<file path="src/rtl/uart_tx_cfg.sv">
// uart_tx_cfg: parametrised UART transmitter with valid/ready input and a one-word holding buffer
module uart_tx_cfg #(
  parameter int BAUD_CYCLES = 5,
  parameter int DATA_BITS   = 8,
  parameter int PARITY      = 0,
  parameter int STOP_BITS   = 1
) (
  input  logic                 clk,
  input  logic                 rst_n,
  input  logic [DATA_BITS-1:0] i_tx_data,
  input  logic                 i_tx_valid,
  output logic                 o_tx_ready,
  output logic                 o_txp,
  output logic                 o_tx_busy,
  output logic                 o_tx_done
);
  localparam int BW = $clog2(BAUD_CYCLES);
  if (BAUD_CYCLES < 2 || DATA_BITS < 5 || DATA_BITS > 9 || PARITY < 0 || PARITY > 2 ||
      (STOP_BITS != 1 && STOP_BITS != 2)) begin : g_bad_param
    $error("uart_tx_cfg: illegal parameter value");
  end
  typedef enum logic [4:0] {
    ST_IDLE   = 5'b00001,
    ST_START  = 5'b00010,
    ST_DATA   = 5'b00100,
    ST_PARITY = 5'b01000,
    ST_STOP   = 5'b10000
  } state_t;
  state_t state_q, state_d;
  logic [BW-1:0] baud_q, baud_d;
  logic [3:0] bit_q, bit_d;
  logic [DATA_BITS-1:0] shift_q, shift_d, buf_q, buf_d;
  logic par_q, par_d, buf_full_q, buf_full_d, txp_q, txp_d, busy_q, busy_d, done_q, done_d;
  logic bit_end, accept, load;
  assign accept     = i_tx_valid && !buf_full_q;
  assign bit_end    = baud_q == BW'(BAUD_CYCLES - 1);
  assign o_tx_ready = !buf_full_q;
  assign o_txp      = txp_q;
  assign o_tx_busy  = busy_q;
  assign o_tx_done  = done_q;
  always_comb begin
    state_d = state_q;
    bit_d   = bit_q;
    shift_d = shift_q;
    par_d   = par_q;
    load    = 1'b0;
    done_d  = 1'b0;
    baud_d  = (state_q == ST_IDLE || bit_end) ? '0 : baud_q + 1'b1;
    case (state_q)
      ST_IDLE:   load = buf_full_q;
      ST_START:  if (bit_end) state_d = ST_DATA;
      ST_DATA:
        if (bit_end) begin
          shift_d = shift_q >> 1;
          bit_d   = (bit_q == 4'(DATA_BITS - 1)) ? 4'd0 : bit_q + 4'd1;
          if (bit_q == 4'(DATA_BITS - 1)) state_d = (PARITY != 0) ? ST_PARITY : ST_STOP;
        end
      ST_PARITY: if (bit_end) state_d = ST_STOP;
      ST_STOP:
        if (bit_end) begin
          bit_d = bit_q + 4'd1;
          if (bit_q == 4'(STOP_BITS - 1)) begin
            bit_d   = 4'd0;
            done_d  = 1'b1;
            load    = buf_full_q;
            state_d = ST_IDLE;
          end
        end
      default:   state_d = ST_IDLE;
    endcase
    // a buffered word starts its frame on the same edge the previous one ends
    if (load) begin
      shift_d = buf_q;
      par_d   = ^buf_q ^ (PARITY == 1);
      state_d = ST_START;
    end
    buf_full_d = accept || (buf_full_q && !load);
    buf_d      = accept ? i_tx_data : buf_q;
    txp_d      = state_d == ST_START  ? 1'b0 :
                 state_d == ST_DATA   ? shift_d[0] :
                 state_d == ST_PARITY ? par_d : 1'b1;
    busy_d     = state_d != ST_IDLE;
  end
  always_ff @(posedge clk) begin
    if (!rst_n) begin
      state_q    <= ST_IDLE;
      baud_q     <= '0;
      bit_q      <= '0;
      shift_q    <= '0;
      buf_q      <= '0;
      par_q      <= 1'b0;
      buf_full_q <= 1'b0;
      txp_q      <= 1'b1;
      busy_q     <= 1'b0;
      done_q     <= 1'b0;
    end else begin
      state_q    <= state_d;
      baud_q     <= baud_d;
      bit_q      <= bit_d;
      shift_q    <= shift_d;
      buf_q      <= buf_d;
      par_q      <= par_d;
      buf_full_q <= buf_full_d;
      txp_q      <= txp_d;
      busy_q     <= busy_d;
      done_q     <= done_d;
    end
  end
endmodule

</file>
<file path="config.mk">
export PLATFORM = sky130hd
export DESIGN_NAME = uart_tx_cfg
export DESIGN_NICKNAME = d
export VERILOG_FILES = /design/src/rtl/uart_tx_cfg.sv
export SDC_FILE = /design/constraint.sdc
export NUM_CORES = 1
export LEC_CHECK = 0
export CAP_MARGIN = 20
export CORE_MARGIN = 2
export CORE_UTILIZATION = 50
export CTS_CLUSTER_DIAMETER = 30
export DETAILED_ROUTE_END_ITERATION = 12
export PLACE_DENSITY = 0.71
export SYNTH_ARGS = -nofsm -noshare
export SYNTH_HDL_FRONTEND = slang
export SYNTH_SLANG_ARGS = --single-unit
</file>
<file path="constraint.sdc">
create_clock -name clk -period 2.1 [get_ports clk]
set_clock_uncertainty 0.2 [all_clocks]
set_input_delay 0.315 -clock clk [delete_from_list [all_inputs] [get_ports clk]]
set_output_delay 0.315 -clock clk [all_outputs]
set_load 0.03 [all_outputs]
</file>
==> results.md, run 1 <==
Outcome:
- The run finished with clean final reports.

Floorplan:
- The area of the core region is 3030 sq um.
- The initial cell density of the core is 52.4%.
- The die height is 60.3 um.
- The die boundary width is 60.3 um.
- 15 I/O pins were placed.
- The area enclosed by the die boundary is between 3000 and 4000 sq um.
- After floorplanning, the core was divided into 20 placement rows.

Critical path:
- The largest individual stage delay along the critical path comes from the cell sky130_fd_sc_hd__or4_4.
- On the worst path, the slowest cell contributes a delay of 520 ps.
- The element type at the critical path start is a register.
- The arrival time of data at the critical path endpoint is 2090 ps.
- The worst register-to-register path has a depth of 5.
- In this run the critical register-to-register path is captured at o_txp.
- The type of the worst setup path is register to register.
- Across all register-to-register paths, the minimum setup slack is 80 ps.
- The element type at the critical path end is a register.
- The startpoint of the most critical register-to-register path is state_q[0].
- The critical path starts at state_q[0].
- Traced cell by cell, the critical path runs through or4_4 > or2_1 > or3_4 > a32o_2 > o21ai_2.
- Along the worst path, the maximum fanout reaches 3.
- At the worst endpoint, the required time is roughly 2200 ps.

Synth:
- Counting flops with an async set or reset pin after synthesis yields a share of 0%.
- For this run, the number of Yosys warnings is 0.
- Yosys mapped a number of flops with a built-in enable equal to 0.
- The predominant post-synthesis flop cell is sky130_fd_sc_hd__dfxtp_1.
- Synthesis inferred 33 register bits.
- The cell area that synthesis handed to floorplanning was 1590 sq um.
- For this run, the register share of the synthesized area comes to 41.7%.
- When the netlist entered floorplanning its net count stood at roughly 180.
- The synthesized area per cell is 9.44 sq um.
- Synthesis produced a netlist whose cell count is ~170.
- The number of distinct standard cells referenced by the synthesized netlist is between 40 and 50.

Placement:
- The final estimated routing congestion in global placement is ~0.91.
- The final HPWL from detailed placement is 2270 um.
- After detailed placement, the total cell area comes to 1820 sq um.
- Prior to clock tree synthesis, the placed netlist has a worst setup slack of between 90 and 100 ps.
- The total of buffers placed on input and output ports is 14.

Final layout:
- The repair_antennas step left the layout with diodes totalling 0.
- The count of fill cells added during filler insertion is 261.
- Leaving out fill and tap cells, the most frequent cells in the layout are sky130_fd_sc_hd__dfxtp_1, sky130_fd_sc_hd__nor2_1, sky130_fd_sc_hd__mux2i_1, sky130_fd_sc_hd__clkdlybuf4s50_1, sky130_fd_sc_hd__buf_4.
- After the last flow step, the layout net total stands at 209.
- The final non-filler cell area is between 1500 and 2000 sq um.
- The library cell used most frequently in the layout, excluding fill and tap cells, is sky130_fd_sc_hd__dfxtp_1.
- The synthesis-to-layout area growth is 18.8%.
- The post-route netlist has 14.9% of its cells at a drive strength greater than 1.

STA:
- The count of endpoints failing hold in the final timing report is 0.
- The final-report max-slew violation count was 0.
- The least setup slack across all paths after layout is just over 80 ps.
- The worst path uses about 96% of the clock period.
- Setup total negative slack on the finished layout was measured at 0 ps.
- Setup repair after global routing left no endpoint under its margin.
- The minimum hold slack is around 250 ps.
- The shortest period the worst path allows is 2020 ps.
- Based on the critical path, the design can be clocked at up to 0.495 GHz.
- For the pin with the worst max-slew slack, the measured transition is 418 ps.
- The count of final setup violators is 0.
- Measured against its own limit, the worst slew margin works out to 72.1%.

Drt:
- The number of remaining DRC errors is 0.
- The number of iterations in the first detailed-routing pass is 4.
- The total via count in the routed design is 1254.
- The count of nets left with antenna violations after detail routing is 0.
- The initial DRC count is 94.
- Using the TritonRoute via totals, the vias-per-cell ratio works out to 5.25.
- The routed length per instance is between 10 and 15 um.
- The routed design has 3010 um of wire.

Clock network:
- The cell at the root of the clock tree is sky130_fd_sc_hd__clkbuf_4.
- The clock transition at the register clock pins on the worst setup and hold paths after CTS is approximately 90 ps.
- In this run the deepest clock path goes through 2 buffers.
- The clock drives 33 sinks.
- In this run, CTS created clock tree buffers numbering 5.
- The TritonCTS clock tree is done.
- The number of hold buffers added after CTS is 0.
- The H-tree was split into 2 levels.
- At the later pin of the worst-skew pair, clock insertion delay measures 330 ps.

Min path:
- The source of the worst hold timing path is baud_q[0].
- Along the worst hold path, the cell count comes to 1.
- The hold path endpoint is baud_q[0].
- The path category of the worst min-delay check is register to register.

Power and ir drop:
- VDD sags by at most about 0.49 mV.
- In this run the power density over the cells is around 640 nW/um^2.
- After layout, the design draws a total of between 1 and 1.5 mW.
- The analysis attributes to cell leakage a power of between 0.7 and 0.8 nW.

GRT:
- Global routing used 19.2% of the available tracks across all layers.
- The initial antenna violation count came to 0.
- The via count of the first global-routing pass is 1111.
- Global routing finished with a remaining overflow of 0.
- The first global-routing pass estimated 4940 um of wire.
- The largest net degree at the start of global routing is 25.

Flow run:
- Max-cap violations in this run came to 0.
## kinds of logic (layout without fill, tap and decap cells)
group,after synthesis,after routing,synth area share (%)
simple gates,63,63,22.9
flops,33,33,41.7
compound gates,22,22,9.87
mux,18,18,11.4
buf+inv,18,45,5.45
xor+xnor,10,10,5.53
fa+ha+maj,4,4,3.16
## sequential cells by signal, summed over array words and instances (netlist names)
signal / count
buf_q: 8
buf_full_q: 1
baud_q: 3
o_tx_busy: 1
o_txp: 1
par_q: 1
state_q: 5
bit_q: 4
shift_q: 8
o_tx_done: 1
## worst max-delay path, delay by kind of cell (launching register included)
family	cells	cell delay [ps]
flip-flops	1	320
AND/OR/NAND/NOR	3	1120
AO/OA/AOI/OAI	2	320
## through the flow
stage          instances  util, %
6_report             239     62.2
5_1_grt              239     62.2
3_3_place_gp         230     60.0
3_5_place_dp         230     60.0
4_1_cts              238     61.7
2_1_floorplan        168        -
## layer usage
layer | part of all wire (%) | track usage (%) | wire length [um]
met1 | 41 | 21.1 | 1230
met2 | 53 | 33.2 | 1580
met3 | 4.4 | 6.71 | 133
met4 | 2.1 | 8.57 | 63
met5 | 0 | 0 | 0
## Yosys cell counts (2+ instances only)
cell	n	share of area, %
sky130_fd_sc_hd__nand2_1	6	1.4
sky130_fd_sc_hd__ha_1	4	3.2
sky130_fd_sc_hd__or3_4	2	1.4
sky130_fd_sc_hd__mux2i_1	17	11
sky130_fd_sc_hd__dfxtp_1	33	42
sky130_fd_sc_hd__nor2_1	28	6.6
sky130_fd_sc_hd__nor3_1	2	0.63
sky130_fd_sc_hd__a21oi_1	5	1.6
sky130_fd_sc_hd__a211oi_1	7	3.3
sky130_fd_sc_hd__clkbuf_1	4	0.95
sky130_fd_sc_hd__nor2b_1	4	1.6
sky130_fd_sc_hd__xnor2_1	9	5.0
sky130_fd_sc_hd__nand3_1	5	1.6
sky130_fd_sc_hd__inv_1	11	2.6
sky130_fd_sc_hd__buf_6	2	1.4
sky130_fd_sc_hd__nand4_1	3	1.2
## power by group
| part | switching [mW] | total [mW] | leakage [nW] | internal (mW) |
|---|---|---|---|---|
| logic | 0.0872 | 0.182 | 0.411 | 0.0949 |
| registers | 0.0233 | 0.684 | 0.269 | 0.660 |
| clock network | 0.199 | 0.332 | 0.0265 | 0.133 |
| total | 0.309 | 1.20 | 0.707 | 0.889 |
## timing repair
item / in CTS / in global routing
setup buffers: 0 / 1
resized for setup: 0 / 2
endpoints found under the setup margin: 0 / 3
endpoints found under the hold margin: 0 / 0
## cell type report
cell class / instances / area (sq um) / share of cell area [%]
tap: 44 / 55.1 / 2.92
clock buffer: 8 / 48.8 / 2.59
inverter: 11 / 41.3 / 2.19
multi-input combinational: 117 / 847 / 45.0
sequential: 33 / 661 / 35.1
timing repair buffer: 26 / 230 / 12.2
## how the worst max path moves through the flow
stage,end,cells after the start,slack [ps]
3_5_place_dp,bit_q[3],7,90
6_report,o_txp,5,80
3_3_place_gp,o_tx_busy,4,110
5_1_grt,o_txp,5,20
4_1_cts,bit_q[3],7,80
2_1_floorplan,o_tx_busy,5,40
No activity file was read; power rests on OpenSTA's default activity.
==> inputs of run 2 (changes only) <==
--- a/config.mk
+++ b/config.mk
@@ -10,7 +10,7 @@
 export CORE_UTILIZATION = 50
 export CTS_CLUSTER_DIAMETER = 30
 export DETAILED_ROUTE_END_ITERATION = 12
-export PLACE_DENSITY = 0.71
+export PLACE_DENSITY = 0.83
 export SYNTH_ARGS = -nofsm -noshare
 export SYNTH_HDL_FRONTEND = slang
 export SYNTH_SLANG_ARGS = --single-unit
==> run 2 against run 1 <==
  * First-iteration DRC count is 6.4% lower
  * Final cell count stayed put
  * Flip-flop and latch count stayed put
  * Design area is 0.93% higher
  * Count of clock-buffer cells in the layout stayed put
  * Total power is 1.4% higher
  * Global-route usage is 0.29 points higher
  * Die area stayed put
  * Maximum frequency is 0.94% lower
  * Register-to-register slack worse by 20 ps
  * Largest cell class unchanged
==> results.md, run 2 (synthesis gave the netlist of run 1 again) <==
Critical path:
- The startpoint identified for the worst register-to-register timing path is state_q[0].
- The worst setup path is of the register to register kind.
- On the critical path the largest part of the delay comes from simple AND/OR/NAND/NOR gates.
- The arrival time of data at the critical path endpoint is 2110 ps.
- Traced cell by cell, the critical path runs through or4_4 > or2_1 > or3_4 > a32o_2 > o21ai_2.
- The slowest stage cell on the critical path is sky130_fd_sc_hd__or4_4.
- The required time of the critical path is 2170 ps.
- The critical path starts at state_q[0].
- The number of buffers and inverters on the critical path is 0.
- STA classifies the critical path startpoint as a register.
- The largest single stage delay on the critical path is 530 ps.
- In this run the worst path has a maximum fanout of 3.
- STA classifies the critical path endpoint as a register.

Placement:
- The total of buffers placed on input and output ports is 14.
- The worst setup slack after placement is about 38 ps.
- Routability-driven placement finished with a final weighted congestion of 0.956.
- The instance area at placement is 1830 sq um.
- The final HPWL from detailed placement is 2410 um.

STA:
- The count of final setup violators is 0.
- The worst path meets setup with 62.5 ps of slack.
- The final-report max-slew violation count is 0.
- The relative slew slack is 73.2%.
- The minimum hold slack is ~250 ps.
- Derived from the worst setup path, the maximum achievable clock frequency is 0.491 GHz.
- The count of endpoints failing hold in the final timing report came to 0.
- The actual slew at the worst max-slew pin is ~400 ps.
- The shortest period the worst path allows is 2040 ps.
- In the finished design, the share of the clock period the worst path needs comes to between 90% and 100%.

Final layout:
- The library cells used most frequently in the layout, excluding fill and tap cells, are sky130_fd_sc_hd__dfxtp_1, sky130_fd_sc_hd__nor2_1, sky130_fd_sc_hd__mux2i_1, sky130_fd_sc_hd__clkdlybuf4s50_1.
- The final non-filler cell area is 1900 sq um.
- The share of final-layout standard cells stronger than drive strength 1 is roughly 16%.
- The count of fill cells added during filler insertion is approximately 260.
- The net total in the final layout is 209.
- The synthesis-to-layout area growth is 19.9%.
- Summing all multi-input logic gate instances after layout gives roughly 860 sq um.
- The most common cell after layout, fill and taps aside is sky130_fd_sc_hd__dfxtp_1.
- The flip-flop and latch area is between 600 and 700 sq um.
- Once layout is complete, the utilization of the core stands at 62.8%.
- The largest registers in the layout are buf_q (8), shift_q (8), state_q (5).
- 0 antenna diodes ended up in the layout.

Clock network:
- The number of setup buffers added after CTS is 0.
- The number of hold buffers added after CTS is 0.
- The CTS buffer count is 5.
- TritonCTS built the clock tree.
- The maximum buffer depth of the clock tree is 2.
- The clock transition at the register clock pins on the worst setup and hold paths after CTS is about 100 ps.
- The tree is rooted in a sky130_fd_sc_hd__clkbuf_4.
- Once the clock tree was built, the resizer swapped 0 gates to a different size.
- The clock sink count is 33.
- The maximum level of the CTS H-tree is 2.
- At the later pin of the worst-skew pair, clock insertion delay measures 340 ps.

Floorplan:
- Row generation in the floorplan step produced 20 rows.
- The die is 60.3 um wide.
- The die height is 60.3 um.
- The initial cell density of the core is a little over half.
- The die covers 3640 sq um.
- The area of the core region is 3030 sq um.
- 15 I/O pins were placed.

Power and ir drop:
- The proportion of power drawn by flip-flops and latches is a little under three fifths.
- The total power after layout is between 1 and 1.5 mW.
- In this run the static leakage power is 0.711 nW.
- The cell-internal power is between 800 and 900 uW.
- The power density over the cells is 639 nW/um^2.
- In this run the power spent charging and discharging nets is roughly 320 uW.
- The share of total power dissipated in the clock network is 28.0%.
- The switching share of power is 26.5%.
- Across the VDD grid, the largest voltage drop is 0.460 mV.
- The fraction of power consumed by combinational cells is ~16%.

Drt:
- The total detailed-routing wirelength is 3150 um.
- The total via count in the routed design is 1280.
- Dividing the detail-routed wire length by the instance count gives 13.2 um.
- The post-detailed-route via-to-cell ratio is 5.36.
- Once detail routing completed, the nets flagged for antenna violations numbered 0.
- The initial DRC count is 88.
- The number of remaining DRC errors is 0.
- The first detailed-routing pass took 4 iterations.

Flow run:
- The max-cap check violation count is 0.

GRT:
- The global route total overflow is 0.
- Entering global routing, the biggest net connects 18 pins.
- The first global-routing pass estimated 5160 um of wire.
- The initial antenna violation count came to 0.
- The overall fraction of global-route tracks in use is 19.5%.
- The via count of the first global-routing pass is 1208.

Min path:
- The startpoint identified for the worst hold timing path is baud_q[0].
- In this run the worst hold path is classified as register to register.

Outcome:
- The run finished with clean final reports.
run 2: cell count changes in the layout (fill, tap and decap cells not counted):
cell | before | now
sky130_fd_sc_hd__o22ai_2 | 1 | 0
sky130_fd_sc_hd__a211oi_2 | 0 | 1
sky130_fd_sc_hd__buf_6 | 0 | 1
sky130_fd_sc_hd__a211oi_1 | 7 | 6
sky130_fd_sc_hd__dfxtp_1 | 33 | 32
sky130_fd_sc_hd__buf_4 | 12 | 11
sky130_fd_sc_hd__dfxtp_2 | 0 | 1
sky130_fd_sc_hd__o22ai_4 | 0 | 1
run 2: power by group through the flow:
| stage | Combinational (mW) | Sequential, mW | Clock [mW] |
|---|---|---|---|
| after detailed placement | 0.185 | 0.698 | 0 |
| after CTS | 0.186 | 0.683 | 0.348 |
| after global placement | 0.179 | 0.697 | 0 |
| after floorplan | 0.124 | 0.697 | 0 |
| after global routing | 0.210 | 0.688 | 0.368 |
| final | 0.191 | 0.683 | 0.340 |
run 2: final timing paths:
check	endpoint	slack (ps)	cells after the start
max	o_txp	60	5
min	baud_q[0]	250	1
max reg2reg	o_txp	60	5
min reg2reg	baud_q[0]	250	1
run 2: through the flow:
step / instances / TNS (ps)
floorplan: 168 / 0
global placement: 231 / 0
detailed placement: 231 / 0
CTS: 239 / 0
global route: 239 / -18.0
finish: 239 / 0
run 2: area by class of cell:
type                       instances  share of cell area [%]
multi-input combinational        117                    45.2
sequential                        33                    34.8
timing repair buffer              26                    12.3
tap                               44                    2.90
clock buffer                       8                    2.57
inverter                          11                    2.17
run 2: routing by layer:
layer | track usage, % | vias up | part of all wire (%)
li1 | - | 634 | -
met1 | 20.9 | 605 | 40
met2 | 35.2 | 33 | 53
met3 | 6.49 | 8 | 5.4
met4 | 7.30 | 0 | 1.7
met5 | 0 | - | 0
==> inputs of run 3 (changes only) <==
--- a/config.mk
+++ b/config.mk
@@ -10,7 +10,7 @@
 export CORE_UTILIZATION = 50
 export CTS_CLUSTER_DIAMETER = 30
 export DETAILED_ROUTE_END_ITERATION = 12
-export PLACE_DENSITY = 0.83
+export PLACE_DENSITY = 0.86
 export SYNTH_ARGS = -nofsm -noshare
 export SYNTH_HDL_FRONTEND = slang
 export SYNTH_SLANG_ARGS = --single-unit
==> run 3 against run 2 <==
  * Final cell count decreased by 0.42%
  * Die area unchanged
  * Global-route usage increased by 1.6 points
  * Via count increased by 0.16%
==> results.md, run 3 (synthesis gave the netlist of run 1 again) <==
Outcome:
- The flow ran to the end, and the final reports show no timing, DRC or antenna violations.

Floorplan:
- The area of the core region is 3030 sq um.
- From left edge to right edge, the die measures about 60 um.
- The initial cell density of the core is around 52%.
- The I/O pin count is 15.
- The die height is 60.3 um.
- The number of placement rows is 20.
- The area enclosed by the die boundary is between 3000 and 4000 sq um.

Final layout:
- The largest registers in the layout are buf_q (8), shift_q (8), state_q (5).
- In the layout the commonest cells are sky130_fd_sc_hd__dfxtp_1, sky130_fd_sc_hd__nor2_1, sky130_fd_sc_hd__mux2i_1, sky130_fd_sc_hd__clkdlybuf4s50_1, sky130_fd_sc_hd__inv_1.
- The post-route netlist has 18.0% of its cells at a drive strength greater than 1.
- The area growth from synthesis to layout is 20.0%.
- The most common cell after layout, fill and taps aside is sky130_fd_sc_hd__dfxtp_1.
- The final layout contains around 210 nets.
- The number of antenna cells inserted is 0.

Drt:
- The routed length per instance is 13.5 um.
- The final layout contains routed wiring with a total length of about 3200 um.
- The first routing iteration left 90 violations.
- The detail route stage leaves a number of antenna-violating nets equal to 0.
- The number of iterations in the first detailed-routing pass is 4.
- In the routed design, unresolved DRC markers number 0.
- The post-detailed-route via-to-cell ratio is approximately 5.4.
- The total via count in the routed design is around 1300.

Clock network:
- The number of clock buffers added by TritonCTS is 5.
- The number of hold buffers added after CTS is 0.
- The clock passes through at most 2 buffers.
- The worst-skew pair later-pin latency is about 340 ps.
- The cell at the root of the clock tree is sky130_fd_sc_hd__clkbuf_4.
- For this design, the sink count on the clock tree is 33.
- After clock tree synthesis, the clock-pin slew on the worst setup and hold paths is 100 ps.
- The TritonCTS clock tree is done.
- The maximum level of the CTS H-tree is 2.

GRT:
- The overall fraction of global-route tracks in use is between 20% and 30%.
- Summed over all layers, the global routing overflow is 0.
- The via count of the first global-routing pass was 1267.
- The first global-routing pass estimated 5530 um of wire.
- The initial antenna violation count is 0.
- Entering global routing, the biggest net connects 25 pins.

Critical path:
- The type of the worst setup path is register to register.
- The largest driver fanout on the critical path is 3.
- STA classifies the critical path startpoint as a register.
- In this run the worst setup path begins at state_q[0].
- The startpoint of the most critical register-to-register path is state_q[0].
- The element type at the critical path end is a register.
- The required time of the critical path is 2170 ps.
- At the worst endpoint, the arrival time is 2110 ps.

STA:
- The count of endpoints failing hold in the final timing report came to 0.
- The actual slew at the worst max-slew pin is 450 ps.
- The final-report max-slew violation count was 0.
- Summed over all failing endpoints, the final setup total negative slack is 0 ps.
- Setup violations remaining at the end of the flow were counted as 0.
- In the post-route analysis, the smallest setup slack over all paths is around 64 ps.
- Headroom to the max-slew limit came out at 69.9%.
- Counting I/O delays and the setup requirement, the final critical path takes just over 2000 ps.
- The maximum operating frequency is between 0.4 and 0.5 GHz.
- Setup repair after global routing left no endpoint under its margin.
- The ratio of final minimum period to clock period is 96.9%.

Placement:
- The final HPWL from detailed placement is 2470 um.
- Before CTS, the worst setup slack after placement is 65.7 ps.
- The congestion estimate from routability-driven global placement came to 0.871.
- During placement, the flow inserted port buffers numbering 14.

Power and ir drop:
- Summed over all cells, the static leakage comes to 0.712 nW.
- The maximum vdd drop is ~0.40 mV.
- The power density over the cells is 636 nW/um^2.

Min path:
- The min-delay analysis places its worst path in the category register to register.
- The source of the worst hold timing path is baud_q[0].

Flow run:
- The max-cap check violation count is 0.
-- run 3: cell count changes in the layout (fill, tap and decap cells not counted), sizes merged --
cell,previous run,this run
buf,12,11
clkbuf,8,6
clkinv,0,2
-- run 3: worst paths after layout --
kind         slack (ps)        end  depth (start not counted)
min                 270  baud_q[0]                          1
max                  60      o_txp                          5
max reg2reg          60      o_txp                          5
min reg2reg         270  baud_q[0]                          1
-- run 3: metal layers --
metal	track usage [%]	share of wire (%)
met5	0	0
met4	9.21	2.8
met3	7.14	4.0
met2	38.5	55
met1	21.7	38
-- run 3: area by class of cell --
cell class              count  area, sq um
inverters                  11         41.3
well taps                  44         55.1
clock inverters             2         10.0
clock buffers               6         41.3
flip-flops and latches     33          661
repair buffers             25          226
fillers                   262         1120
multi-input cells         117          868
-- run 3: power by group --
part | total [mW] | internal, mW | switching (mW)
combinational | 0.192 | 0.0983 | 0.0935
clock | 0.332 | 0.127 | 0.205
sequential | 0.686 | 0.661 | 0.0256
-- run 3: critical path, stage by stage (launching register included) --
cell                      delay [ps]
sky130_fd_sc_hd__dfxtp_1         330
sky130_fd_sc_hd__or4_4           530
sky130_fd_sc_hd__or2_1           230
sky130_fd_sc_hd__or3_4           340
sky130_fd_sc_hd__a32o_2          270
sky130_fd_sc_hd__o21ai_2          60
-- run 3: what timing repair did --
| item | 4_1_cts | 5_1_grt |
|---|---|---|
| setup buffers | 0 | 0 |
| setup endpoints to repair | 0 | 12 |
| resized for setup | 0 | 8 |
-- run 3: stage by stage --
| step | instance area [sq um] | utilization, % | instances | hold slack (ps) | total power, mW |
|---|---|---|---|---|---|
| 6_report | 1900 | 62.9 | 238 | 268 | 1.21 |
| 5_1_grt | 1900 | 62.9 | 238 | 295 | 1.28 |
| 4_1_cts | 1870 | 61.7 | 238 | 266 | 1.22 |
| 3_5_place_dp | 1820 | 60.0 | 230 | 247 | 0.884 |
| 3_3_place_gp | 1820 | 60.0 | 230 | 226 | 0.871 |
| 2_1_floorplan | 1590 | - | 168 | 217 | 0.821 |
